<file path="src/rtl/icache_refill_pkg.sv">
// Shared instruction-cache line geometry and refill FSM encoding.
// Imported by the cache and the refill engine so both agree on line size.
package icache_refill_pkg;

  localparam int ICACHE_BLOCK_WIDTH = 4;
  localparam int ICACHE_BLOCK_SIZE  = 2 ** ICACHE_BLOCK_WIDTH;

  typedef enum logic [1:0] {
    ST_IDLE,
    ST_REQ,
    ST_FILL,
    ST_DONE
  } refill_state_e;

endpackage

</file>
<file path="src/rtl/icache_refill.sv">
// Instruction-cache line refill: reads a line byte-by-byte from RAM
// and hands it to the cache as a single one-cycle block write.
module icache_refill
  import icache_refill_pkg::*;
#(
  parameter  int BLOCK_WIDTH = ICACHE_BLOCK_WIDTH,
  localparam int BLOCK_SIZE  = 2 ** BLOCK_WIDTH
) (
  input  logic                    clkIn,
  input  logic                    resetIn,
  input  logic                    clearIn,
  input  logic                    missIn,
  input  logic [31:0]             missAddrIn,
  input  logic                    memGrantIn,
  input  logic [7:0]              ramDataIn,
  output logic                    memReqOut,
  output logic [31:0]             ramAddrOut,
  output logic                    ramReadEnable,
  output logic                    memDataValid,
  output logic [31:BLOCK_WIDTH]   memAddr,
  output logic [BLOCK_SIZE*8-1:0] memDataOut,
  output logic                    busy
);

  localparam logic [BLOCK_WIDTH:0] CNT_ONE  = 1;
  localparam logic [BLOCK_WIDTH:0] CNT_LAST = BLOCK_SIZE - 1;

  refill_state_e              state_q, state_d;
  logic [31:BLOCK_WIDTH]      lineAddr_q, lineAddr_d;
  logic [BLOCK_WIDTH:0]       issueCnt_q, issueCnt_d;
  logic [BLOCK_WIDTH:0]       recvCnt_q, recvCnt_d;
  logic [BLOCK_SIZE*8-1:0]    lineBuf_q, lineBuf_d;
  logic [31:0]                ramAddr_q, ramAddr_d;
  logic [31:BLOCK_WIDTH]      memAddr_q, memAddr_d;
  logic [BLOCK_SIZE*8-1:0]    memData_q, memData_d;

  logic unused_offset;
  assign unused_offset = ^missAddrIn[BLOCK_WIDTH-1:0];

  always_comb begin
    state_d       = state_q;
    lineAddr_d    = lineAddr_q;
    issueCnt_d    = issueCnt_q;
    recvCnt_d     = recvCnt_q;
    lineBuf_d     = lineBuf_q;
    ramAddr_d     = ramAddr_q;
    memAddr_d     = memAddr_q;
    memData_d     = memData_q;
    memReqOut     = 1'b0;
    ramReadEnable = 1'b0;
    memDataValid  = 1'b0;
    unique case (state_q)
      ST_IDLE: begin
        if (missIn && !clearIn) begin
          lineAddr_d = missAddrIn[31:BLOCK_WIDTH];
          state_d    = ST_REQ;
        end
      end
      ST_REQ: begin
        memReqOut = 1'b1;
        if (clearIn) begin
          state_d = ST_IDLE;
        end else if (memGrantIn) begin
          issueCnt_d = '0;
          recvCnt_d  = '0;
          state_d    = ST_FILL;
        end
      end
      ST_FILL: begin
        memReqOut = 1'b1;
        if (!issueCnt_q[BLOCK_WIDTH]) begin
          ramReadEnable = 1'b1;
          ramAddr_d     = {lineAddr_q, issueCnt_q[BLOCK_WIDTH-1:0]};
          issueCnt_d    = issueCnt_q + CNT_ONE;
        end
        // RAM data lags the address by one cycle, so capture starts late
        if (issueCnt_q != '0) begin
          lineBuf_d[{recvCnt_q[BLOCK_WIDTH-1:0], 3'b000} +: 8] = ramDataIn;
          recvCnt_d = recvCnt_q + CNT_ONE;
        end
        if (clearIn) begin
          state_d = ST_IDLE;
        end else if (issueCnt_q != '0 && recvCnt_q == CNT_LAST) begin
          memAddr_d = lineAddr_q;
          memData_d = lineBuf_d;
          state_d   = ST_DONE;
        end
      end
      ST_DONE: begin
        memDataValid = 1'b1;
        state_d      = ST_IDLE;
      end
    endcase
  end

  always_ff @(posedge clkIn) begin
    if (resetIn) begin
      state_q    <= ST_IDLE;
      lineAddr_q <= '0;
      issueCnt_q <= '0;
      recvCnt_q  <= '0;
      lineBuf_q  <= '0;
      ramAddr_q  <= '0;
      memAddr_q  <= '0;
      memData_q  <= '0;
    end else begin
      state_q    <= state_d;
      lineAddr_q <= lineAddr_d;
      issueCnt_q <= issueCnt_d;
      recvCnt_q  <= recvCnt_d;
      lineBuf_q  <= lineBuf_d;
      ramAddr_q  <= ramAddr_d;
      memAddr_q  <= memAddr_d;
      memData_q  <= memData_d;
    end
  end

  assign ramAddrOut = ramAddr_d;
  assign memAddr    = memAddr_q;
  assign memDataOut = memData_q;
  assign busy       = (state_q != ST_IDLE);

endmodule

</file>
<file path="config.mk">
export PLATFORM = sky130hd
export DESIGN_NAME = icache_refill
export DESIGN_NICKNAME = d
export VERILOG_FILES = /design/src/rtl/icache_refill_pkg.sv /design/src/rtl/icache_refill.sv
export SDC_FILE = /design/constraint.sdc
export NUM_CORES = 1
export LEC_CHECK = 0
export BUFFER_PORTS_ARGS = -buffer_cell sky130_fd_sc_hd__buf_2
export CAP_MARGIN = 20
export CORE_MARGIN = 2
export CORE_UTILIZATION = 50
export CTS_BUF_LIST = sky130_fd_sc_hd__clkbuf_4 sky130_fd_sc_hd__clkbuf_8 sky130_fd_sc_hd__clkbuf_16
export DETAILED_ROUTE_END_ITERATION = 6
export PLACE_DENSITY = 0.71
export SKIP_LAST_GASP = 1
export SYNTH_ARGS = -nofsm -noshare
export SYNTH_HDL_FRONTEND = slang
export SYNTH_SLANG_ARGS = --single-unit
</file>
<file path="constraint.sdc">
create_clock -name clkIn -period 7.4 [get_ports clkIn]
set_input_delay 0.74 -clock clkIn [delete_from_list [all_inputs] [get_ports clkIn]]
set_output_delay 0.74 -clock clkIn [all_outputs]
set_load 0.01 [all_outputs]
</file>
==> impl_metrics.toml <==
[outcome]
outcome = "finished, final reports clean"

[clock_tree]
cts-resized-gates = 0
cts.sinks = 356
numCtsBuffers = 38
clk_latency_ns = 0.53
cts_root_buf = "clkbuf_16"
htreeDepth = 2
postCtsHoldBufs = 0
clkTransAtPathRegs_ns = 0.06
postCtsSetupRepairBufs = 0
clock_path_buffers = 3
cts_tree = "done"

[setup_path]
cp-end-kind = "flip-flop"
critPathMaxFanout = 88
worstPathCellList = "buf_4 > and3_1 > ha_1 > and3b_1 > nand2_4 > buf_4 > a311oi_1 > a211oi_1"
cp_slowest_cell = "buf_4"
slowest_delay_ns = 0.71
crit_type = "reg -> reg"
reg2reg_from = "recvCnt_q[3]$_SDFFE_PP0P_"
cp-start-kind = "flip-flop"
r2r-end = "memDataOut[120]$_SDFFE_PP0P_"
arrival_ns = 3.92
crit_top_cell = "buf_4"
reg2reg_slack_ns = 3.86
cpLargestDelayFamily = "buffers and inverters"
cp_data_required_time_ns = 7.78
rr_worst_depth = 8
path_buf_inv = 2

[yosys]
syn-cell-area_um2 = 15890
postSynth.asyncResetShare_pct = 0
synth.yosys.seq_area_share_pct = 44.85
synthFlopType = "dfxtp_1"
synth.top_cell.area_share_pct = 44.85
synth_cell_type_count = 69
syn_inst = 1886
synth_fp_nets = 1942
post-synth-top-area-cell = "dfxtp_1"
synth_edf_count = 0
ys_ff_latch = 356
syn_avg_cell_area_um2 = 8.425
yosysWarnings = 0
synthTopCellsByArea = "dfxtp_1, a21oi_1, o21ai_0"

[global_route]
grt-busiest-layer = "met2"
grt_max_degree = 108
grtUsageMet2_pct = 42.52
antenna_found_initial = 0
grt-ovfl-total = 0
grt_pass1_wl_um = 75790
met1_usage_pct = 39.48
grt_pass1_vias = 13990
grt_usage_pct = 27.90
met3_usage_pct = 5.967

[floorplanning]
num_rows = 65
start_util_pct = 50.62
die_y_um = 182.3
die_x_um = 182.3
boundaryPins = 237
die_area_um2 = 33220
core_area_um2 = 31390

[timing]
setup_viol = 0
post-route-period-util_pct = 47.78
worst_pin_slew_ns = 1.143
post-route-min-period_ns = 3.536
clock_skew_ns = 0.01691
maxSlewHeadroom_pct = 23.82
maxSlewViolCount = 0
tns_ns = 0
layout_setup_ws_ns = 3.864
fmax_ghz = 0.2828
hold_violations = 0
rsz0062_at_grt = "no"
whs_ns = 0.4431

[min_path]
min_from = "missAddrIn[12]"
hold_path.class = "in -> reg"
holdPathStages = 3
hold_path_end = "lineAddr_q[12]$_SDFFE_PP0P_"

[layout]
fill_cells = 2901
drive_above_1_share_pct = 21.18
nets = 2046
syn2layout_area_growth_pct = 15.05
layout_common_cells = "dfxtp_1, nand2_1, buf_2"
antenna_cells = 0
layout_commonest_cell = "dfxtp_1"

[routing]
via_count = 15140
ant_nets = 0
drt-wirelength-per-cell_um = 20.00
wl_um = 48360
route.detailed.drc = 0
drt_first_pass_iters = 5
vias_per_cell = 6.262
drt_iter0_drc = 1551

[power_and_ir_drop]
p_leak_nw = 7.347
vdd_drop_max_uv = 136.1
p_total_mw = 3.954
power_density_nw_per_um2 = 216.3

[placed_design]
gp_congestion = 0.8281
io_buffers = 232
hpwlAfterDp_um = 29610
post-place-ws_ns = 3.615

[flow_run]
drv_cap = 0
synthesized netlist by cell type (28+ instances only):
cell,number
nor2_1,54
o21ai_0,184
nor3_1,28
and2_1,37
a31oi_1,58
a21oi_1,186
a31o_2,34
o31ai_1,82
dfxtp_1,356
a211oi_1,33
nand3_1,53
clkbuf_1,138
and3_1,29
nand2_1,242
nand4_1,35
buf_2,42
power breakdown:
group / switching [mW] / leakage [nW] / internal, mW
Clock: 0.785 / 0.626 / 1.11
Combinational: 0.0956 / 3.85 / 0.0288
Sequential: 0.00730 / 2.87 / 1.93
Total: 0.888 / 7.35 / 3.07
worst register-to-register path, delay by kind of cell, from the launching register on:
kind,cells,cell delay [ns]
simple gates,3,1.17
buf+inv,2,1.17
flops,1,0.31
fa+ha+maj,1,0.21
compound gates,2,0.53
sequential cells by signal, summed over array words and instances (netlist names):
name and count:
lineAddr_q 28, memDataOut 128, state_q 2, lineBuf_q 128, issueCnt_q 5, memAddr 28, ramAddr_q 32, recvCnt_q 5
routing by layer:
metal | vias to the layer above | part of all wire, %
met1 | 7278 | 44
li1 | 7120 | -
met4 | 0 | 2.6
met2 | 646 | 44
met5 | - | 0
met3 | 97 | 9.2
worst max-delay path by stage:
| stage | end | cells after the start | slack (ns) | start |
|---|---|---|---|---|
| final | memDataOut[120]$_SDFFE_PP0P_ | 8 | 3.86 | recvCnt_q[3]$_SDFFE_PP0P_ |
| after global routing | memDataOut[120]$_SDFFE_PP0P_ | 8 | 3.68 | recvCnt_q[3]$_SDFFE_PP0P_ |
| after CTS | memDataOut[29]$_SDFFE_PP0P_ | 6 | 3.63 | recvCnt_q[1]$_SDFFE_PP0P_ |
| after detailed placement | memDataOut[31]$_SDFFE_PP0P_ | 6 | 3.62 | recvCnt_q[1]$_SDFFE_PP0P_ |
| after global placement | memDataOut[24]$_SDFFE_PP0P_ | 7 | 3.76 | recvCnt_q[0]$_SDFFE_PP0P_ |
| after floorplan | lineBuf_q[118]$_SDFFE_PP0P_ | 10 | 4.64 | recvCnt_q[0]$_SDFFE_PP0P_ |
cell type report:
type                    count  area [um2]  share of cell area (%)
multi-input cells        1317        7876                   43.08
flip-flops and latches    356        7128                   38.99
repair buffers            262        1474                   8.062
clock buffers              51        1092                   5.975
well taps                 402       503.0                   2.751
clock inverters            15       150.1                  0.8212
inverters                  15       58.81                  0.3217
through the flow:
| stage | utilization [%] | area [um2] | cells |
|---|---|---|---|
| global route | 58.24 | 18280 | 2418 |
| finish | 58.24 | 18280 | 2418 |
| global placement | 53.93 | 16930 | 2347 |
| CTS | 58.06 | 18230 | 2415 |
| detailed placement | 54.11 | 16990 | 2349 |
| floorplan | - | 15890 | 1886 |
cell families after synthesis:
group                    after synthesis  share of synthesized area, %
AO/OA/AOI/OAI                        706                         28.65
XOR/XNOR                               2                        0.1103
adder cells (fa/ha/maj)               11                        0.8661
buffers and inverters                213                         5.669
flip-flops                           356                         44.85
multiplexers                          33                         2.331
AND/OR/NAND/NOR                      565                         17.53
Power figures use the tool's default switching activity.
